==> src/rtl/carpim_sequencer.sv <==
// Control FSM for an 8-bit shift-add multiplier datapath: load, WIDTH add/shift
// steps, one settle cycle, then a done/res_ready handshake. Owns the step counter.
module carpim_sequencer #(
   parameter  int unsigned WIDTH = 8,
   localparam int unsigned CW    = $clog2(WIDTH)
) (
   input  logic          clk,
   input  logic          rst_n,
   input  logic          start,
   input  logic          abort,
   input  logic          mplr_lsb,
   input  logic          res_ready,
   output logic          busy,
   output logic          load_en,
   output logic          add_en,
   output logic          shift_en,
   output logic          hold,
   output logic          done,
   output logic [CW-1:0] step_idx
);

   localparam logic [CW-1:0] LAST_STEP = CW'(WIDTH - 1);

   typedef enum logic [2:0] {
      ST_IDLE = 3'd0,
      ST_LOAD = 3'd1,
      ST_CALC = 3'd2,
      ST_HOLD = 3'd3,
      ST_DONE = 3'd4
   } state_t;

   state_t        state_q;
   state_t        state_d;
   logic [CW-1:0] step_d;
   logic          busy_d;
   logic          load_d;
   logic          shift_d;
   logic          hold_d;
   logic          done_d;

   // Next state, step counter and strobes decoded from the next state so every
   // strobe leaves a flop aligned with the state it belongs to.
   always_comb begin
      state_d = state_q;
      step_d  = step_idx;
      unique case (state_q)
         ST_IDLE: if (start) state_d = ST_LOAD;
         ST_LOAD: begin
            step_d  = '0;
            state_d = ST_CALC;
         end
         ST_CALC: begin
            if (step_idx == LAST_STEP) begin
               step_d  = '0;
               state_d = ST_HOLD;
            end else begin
               step_d = step_idx + CW'(1);
            end
         end
         ST_HOLD: state_d = ST_DONE;
         ST_DONE: if (res_ready) state_d = ST_IDLE;
         default: state_d = ST_IDLE;
      endcase
      // Cancel wins over every other transition.
      if (abort) begin
         state_d = ST_IDLE;
         step_d  = '0;
      end
      busy_d  = (state_d != ST_IDLE);
      load_d  = (state_d == ST_LOAD);
      shift_d = (state_d == ST_CALC);
      hold_d  = (state_d == ST_HOLD);
      done_d  = (state_d == ST_DONE);
   end

   // State, step counter and registered strobes.
   always_ff @(posedge clk or negedge rst_n) begin
      if (!rst_n) begin
         state_q  <= ST_IDLE;
         step_idx <= '0;
         busy     <= 1'b0;
         load_en  <= 1'b0;
         shift_en <= 1'b0;
         hold     <= 1'b0;
         done     <= 1'b0;
      end else begin
         state_q  <= state_d;
         step_idx <= step_d;
         busy     <= busy_d;
         load_en  <= load_d;
         shift_en <= shift_d;
         hold     <= hold_d;
         done     <= done_d;
      end
   end

   // Only combinational output: add follows the live multiplier LSB during CALC.
   assign add_en = shift_en & mplr_lsb;

endmodule

==> config.mk <==
export PLATFORM = sky130hd
export DESIGN_NAME = carpim_sequencer
export DESIGN_NICKNAME = d
export VERILOG_FILES = /design/src/rtl/carpim_sequencer.sv
export SDC_FILE = /design/constraint.sdc
export NUM_CORES = 1
export LEC_CHECK = 0
export CAP_MARGIN = 5
export CORE_AREA = 2 2 39 41
export CTS_CLUSTER_SIZE = 10
export DETAILED_ROUTE_END_ITERATION = 8
export DIE_AREA = 0 0 41 43
export GPL_TIMING_DRIVEN = 0
export PLACE_DENSITY = 0.76
export SLEW_MARGIN = 25
export SYNTH_ARGS = -nofsm -noshare
export SYNTH_HDL_FRONTEND = slang
export SYNTH_SLANG_ARGS = --single-unit
==> constraint.sdc <==
create_clock -name clk -period 4.2 [get_ports clk]
set_clock_uncertainty 0.15 [all_clocks]
set_input_delay 0.63 -clock clk [delete_from_list [all_inputs] [get_ports clk]]
set_output_delay 0.63 -clock clk [all_outputs]
set_load 0.01 [all_outputs]
---- Word level (Yosys, flattened, before mapping) ----
Cells that the tools add are included.
storage, ports and cells
  register bits ........................... 11
  input port bits ......................... 6
  output and inout port bits .............. 9
  word-level logic and storage cells ...... 29
operators by class
  add/subtract/negate cells ............... 1
  equal/unequal tests ..................... 9
  muxes and demuxes ....................... 8
  bitwise gates (word level) .............. 1
  reductions and logical operators ........ 3
operators with widths
  operator                                       count
  two-way mux 3 bit                              6
  one-hot mux 3 bit (5 select lines)             1
  == test 3 x 2 -> 1 bit, second input constant  4
  == test 3 bit, second input constant           3
  == test 3 x 1 -> 1 bit, second input constant  2
  one-hot mux 3 bit (2 select lines)             1
  nonzero test 3 bit                             2
  adder 3 x 1 -> 3 bit, second input constant    1
  zero test 3 bit                                1
  AND 1 bit                                      1

---- Logic depth before layout (Yosys ltp) ----
Gate-level depths: netlist (run 1).
  depth after elaboration ................. 5
  depth in mapped cells ................... 6
  gate-level depth less buffers ........... 6

---- Least setup slack after synthesis (run 1) ----
OpenSTA, ideal clock, no wires.
  kind .................................... input -> register
  start point ............................. input port res_ready
  end point ............................... register load_en
  library setup time ...................... 119 ps
  data arrival time ....................... 1418 ps
  data required time ...................... 3931 ps
  setup slack ............................. 2513 ps
  stages .................................. 3
  buffers on the path ..................... 0
  path through ............................ or4b_4 > a21o_1 > and2_1
on the way
  word-level cells in the longest chain between the ends .. 4
ends and longest elaborated chain
  item                                line  text
  from (decl)                         12    input logic res_ready,
  two-way mux 3 bit                   61    ST_DONE: if (res_ready) state_d = ST_IDLE;
  one-hot mux 3 bit (5 select lines)  46    unique case (state_q)
  two-way mux 3 bit                   65    if (abort) begin
  == test 3 x 1 -> 1 bit              70    load_d = (state_d == ST_LOAD);
  via load_d                          36    logic load_d;
  to (signal assigned)                90    load_en <= load_d;
  to (decl)                           14    output logic load_en,
The timed path passes the listed nets, and every way through them passes these cells.
A chain may end at the register's enable or synchronous reset.

---- Worst setup path after layout (run 1) ----
  start point ............................. input port mplr_lsb
  end point ............................... output port add_en
on the way
  word-level cells in the longest chain between the ends .. 1
ends and longest elaborated chain
  item         line  text
  from (decl)  11    input logic mplr_lsb,
  AND 1 bit    98    assign add_en = shift_en & mplr_lsb;
  to (decl)    15    output logic add_en,
No other way between the ends.

==> results of run 1 <==
[metrics by stage]
step                      utilization [%]  instances  power [uW]  hold WS (ns)
after floorplan                         -         46       138.8        0.1844
final                               49.55         80       230.3        0.4442
after CTS                           49.55         80       231.5        0.4464
after global routing                49.55         80       242.8        0.4771
after detailed placement            47.65         76       160.5        0.4351
after global placement              47.65         76       159.2        0.4305
[cell type report]
cell class / instances / area share (%)
Tap cell: 16 / 2.920
Clock buffer: 4 / 3.832
Multi-Input combinational cell: 31 / 28.83
Sequential cell: 11 / 40.15
Buffer: 2 / 2.737
Inverter: 2 / 1.095
Timing Repair Buffer: 14 / 20.44
[metal layers]
metal	vias to the layer above	wire [um]	track usage, %
met4	0	9	8.000
li1	195	-	-
met1	192	492	20.54
met2	17	433	19.06
met5	-	0	0
met3	2	79	3.665
[cells in the mapped netlist (all sizes together)]
cell type  count
dfrtp         11
xnor2          1
a21o           1
nand3b         1
nand3          4
a31oi          2
nor2           3
nand2          4
or4b           1
or4            1
buf            2
or3            1
mux2i          1
nor4           1
o21ai          1
inv            2
a21oi          3
and2           3
o21bai         1
ha             2
[logic make-up (layout without fill, tap and decap cells)]
logic type                 count (synthesis)  count (layout)
buffers and inverters                      4              22
DFF                                       11              11
xor gates and xnor gates                   1               1
muxes                                      1               1
AOI/OAI and AO/OA                          8               8
and+or+nand+nor                           19              19
adders and majority gates                  2               2
[how the worst min path moves through the flow]
stage	from	end	slack, ns	depth (start not counted)
floorplan	rst_n	busy	0.18	0
global placement	step_idx[0]	step_idx[0]	0.43	2
detailed placement	step_idx[2]	step_idx[2]	0.44	2
CTS	step_idx[1]	step_idx[1]	0.45	2
global route	step_idx[1]	step_idx[1]	0.48	2
finish	step_idx[1]	step_idx[1]	0.44	2
[sequential cells by signal, indices dropped and copies added, names as in the netlist]
register and count:
state_q 3, shift_en 1, load_en 1, busy 1
hold 1, done 1, step_idx 3
[critical path, delay by kind of cell]
| kind | cells | cell delay, ns |
|---|---|---|
| buf+inv | 2 | 0.97 |
| simple gates | 1 | 0.11 |
[where the power goes]
group          switching, uW  internal (uW)
clock                   34.7           36.7
sequential              3.25            112
combinational           21.0           22.4
==> tab_implementation.tex, run 1 <==
\begin{tabular}{lr}
\hline
Metric & Value \\
\hline
\multicolumn{2}{l}{\textbf{Synthesis}} \\
\quad Top cell type's share of synthesized area & between 50\% and 60\% \\
\quad Share of the synthesized netlist area taken by xor and xnor gates & approximately 1.8\% \\
\quad Top cell type by total area after synthesis & sky130\_fd\_sc\_hd\_\_dfrtp\_1 \\
\quad Yosys warnings & 0 \\
\quad Post-synthesis net count & 54 \\
\quad Synthesized-area fraction occupied by adder cells & approximately 5\% \\
\quad Area fraction in compound gates after synthesis & under 10\% \\
\quad Number of storage elements in the synthesis netlist & 11 \\
\quad Post-Syn Instances & between 40 and 50 \\
\quad Sequential fraction of the synthesis area & 55.14\% \\
\quad Combinational family with the most area after synthesis & simple AND/OR/NAND/NOR gates \\
\quad Share of cell area taken by muxes after synthesis & roughly 2\% \\
\quad Post-Synth Simple-Gate Area & about a fifth \\
\quad Cell area after synthesis & approximately 500 um\^{}2 \\
\quad Number of different library cells in the post-synthesis netlist & 22 \\
\quad Synth top area cells & sky130\_fd\_sc\_hd\_\_dfrtp\_1 (55\%), sky130\_fd\_sc\_hd\_\_ha\_1 (5.0\%), sky130\_fd\_sc\_hd\_\_nand3\_1 (4.0\%) \\
\quad Post-Syn Area per Cell & about 11 um\^{}2 \\
\multicolumn{2}{l}{\textbf{Worst setup path}} \\
\quad FF-to-FF Start & step\_idx[0] \\
\quad Slowest-stage cell, CP & sky130\_fd\_sc\_hd\_\_clkdlybuf4s50\_1 \\
\quad R2R setup slack & about 2.5 ns \\
\quad CP Cell Sequence & clkdlybuf4s50\_1, and2\_1, clkdlybuf4s50\_1 \\
\quad Critical Path Max Stage Delay & 0.52 ns \\
\quad Critical Path Start & mplr\_lsb \\
\quad Worst flop-to-flop path endpoint & load\_en \\
\quad Worst R2R Path Depth & 6 \\
\quad Required time of the critical path & 3.42 ns \\
\quad CP Capture Point & add\_en \\
\quad Signal arrival time at the worst endpoint & $\sim$1.7 ns \\
\quad Cell with the most instances on the worst path & sky130\_fd\_sc\_hd\_\_clkdlybuf4s50\_1 \\
\quad Critical-path maximum fanout & 1 \\
\quad Type of the setup path with the least slack & primary input to output pin \\
\quad Element type at the critical path start & primary input \\
\quad Type of destination of the critical path & output pin \\
\multicolumn{2}{l}{\textbf{STA}} \\
\quad Fmax & about 400 MHz \\
\quad Post-route fraction of the period consumed by the critical path & approximately three fifths \\
\quad Fin crit period & roughly 2.5 ns \\
\quad Post-layout worst setup margin & around 1.7 ns \\
\quad Least-Margin Pin Slew & just under 0.5 ns \\
\quad Remaining max-slew budget at the tightest pin & approximately two thirds \\
\quad Final number of hold-violating endpoints & 0 \\
\quad Final setup vio count & 0 \\
\quad Setup repair after global routing missed its margin & false \\
\quad Setup TNS & 0 ns \\
\quad Final Max Slew Viols & 0 \\
\multicolumn{2}{l}{\textbf{CTS}} \\
\quad Clock Tree Root & sky130\_fd\_sc\_hd\_\_clkbuf\_4 \\
\quad Number of setup buffers added after CTS & 0 \\
\quad CTS tree & done \\
\quad Gates resized, CTS repair & 0 \\
\quad Cts-stage hold buffer count & 0 \\
\quad Source-to-sink clock delay at the later pin of the worst-skew pair & between 0.2 and 0.3 ns \\
\quad Buffers from clock root to sink, at most & 2 \\
\quad Clock transition at the registers of the reported paths & $\sim$0.070 ns \\
\quad Htree depth & 1 \\
\quad Clock Sinks & 11 \\
\quad Number of buffers inserted during clock tree synthesis & 3 \\
\multicolumn{2}{l}{\textbf{Floorplanning}} \\
\quad Num ports & 15 \\
\quad Initial standard-cell utilization of the core & a little over a third \\
\quad Die footprint & between 1500 and 2000 um\^{}2 \\
\quad DIE HEIGHT & approximately 43 um \\
\quad Site Rows & 14 \\
\quad Width of the chip & between 40 and 50 um \\
\quad Core Box Area & around 1400 um\^{}2 \\
\multicolumn{2}{l}{\textbf{Finish}} \\
\quad Commonest cells after routing, fill and taps aside & sky130\_fd\_sc\_hd\_\_clkdlybuf4s50\_1 (14), sky130\_fd\_sc\_hd\_\_dfrtp\_1 (11), sky130\_fd\_sc\_hd\_\_nand2\_1 (4), sky130\_fd\_sc\_hd\_\_nand3\_1 (4) \\
\quad Most common cell after layout, fill and taps aside & sky130\_fd\_sc\_hd\_\_clkdlybuf4s50\_1 \\
\quad Register area & roughly 280 um\^{}2 \\
\quad \# fillers & 141 \\
\quad Antenna Diode Count & 0 \\
\quad Final instance area & around 690 um\^{}2 \\
\quad Fraction of final layout cells with drive strength greater than 1 & a little under a tenth \\
\quad Layout Area Growth over Synthesis & 37.34\% \\
\quad Net total in the final layout & 73 \\
\quad Area taken by multi-input logic gates & 197.7 um\^{}2 \\
\multicolumn{2}{l}{\textbf{Placement}} \\
\quad Port buffer count & 14 \\
\quad Routability-driven placement congestion ratio & about 0.73 \\
\quad Area of placed instances & about 660 um\^{}2 \\
\quad Worst Setup Slack post-DPL & $\sim$1.7 ns \\
\quad Detailed-placement wirelength estimate & around 690 um \\
\multicolumn{2}{l}{\textbf{GRT}} \\
\quad Final global-route overflow total & 0 \\
\quad Maximum number of pins on one net before global-route repair & 12 \\
\quad Global-route wire length before repair & $\sim$1700 um \\
\quad Vias in the first global route & 410 \\
\quad Global-route usage over all layers & $\sim$14\% \\
\quad Antenna violations before repair & 0 \\
\multicolumn{2}{l}{\textbf{Route}} \\
\quad Number of DRC markers in iteration 0 & 3 \\
\quad Drc violations & 0 \\
\quad Residual antenna-violating net count after detailed routing & 0 \\
\quad Post-DR vias/cell & 5.075 \\
\quad Aggregate routed wire length & around 1000 um \\
\quad Via count & about 400 \\
\quad Router iterations before antenna repair & 4 \\
\quad WL/cell & 12.69 um \\
\multicolumn{2}{l}{\textbf{Power and ir drop}} \\
\quad Leakage power & around 0.00031 uW \\
\quad Worst vdd rail ir drop & 0.1178 mV \\
\quad Power Density & about 340 nW/um\^{}2 \\
\multicolumn{2}{l}{\textbf{Flow run}} \\
\quad Max Cap Violations & 0 \\
\multicolumn{2}{l}{\textbf{Status}} \\
\quad Status & finished clean \\
\multicolumn{2}{l}{\textbf{Worst hold path}} \\
\quad Path category of the worst min-delay check & register to register \\
\hline
\end{tabular}
Note: power is estimated with default switching activity, not from simulation.
==> run 2: changes to the inputs <==
Clock period 4.2 ns to 2.6 ns, I/O delays scaled along.
==> results of run 2 <==
Same layout as run 1 (identical final DEF). Status: finished clean.
Among the figures that moved: setup slack after placement 1.707 ns -> 0.5872 ns; setup slack after layout 1.709 ns -> 0.5889 ns; hold slack 0.4442 ns -> 0.2955 ns; register-to-register setup slack 2.49 ns -> 0.89 ns; total power 230.3 uW -> 372.0 uW; worst IR drop on VDD 0.1178 mV -> 0.1903 mV
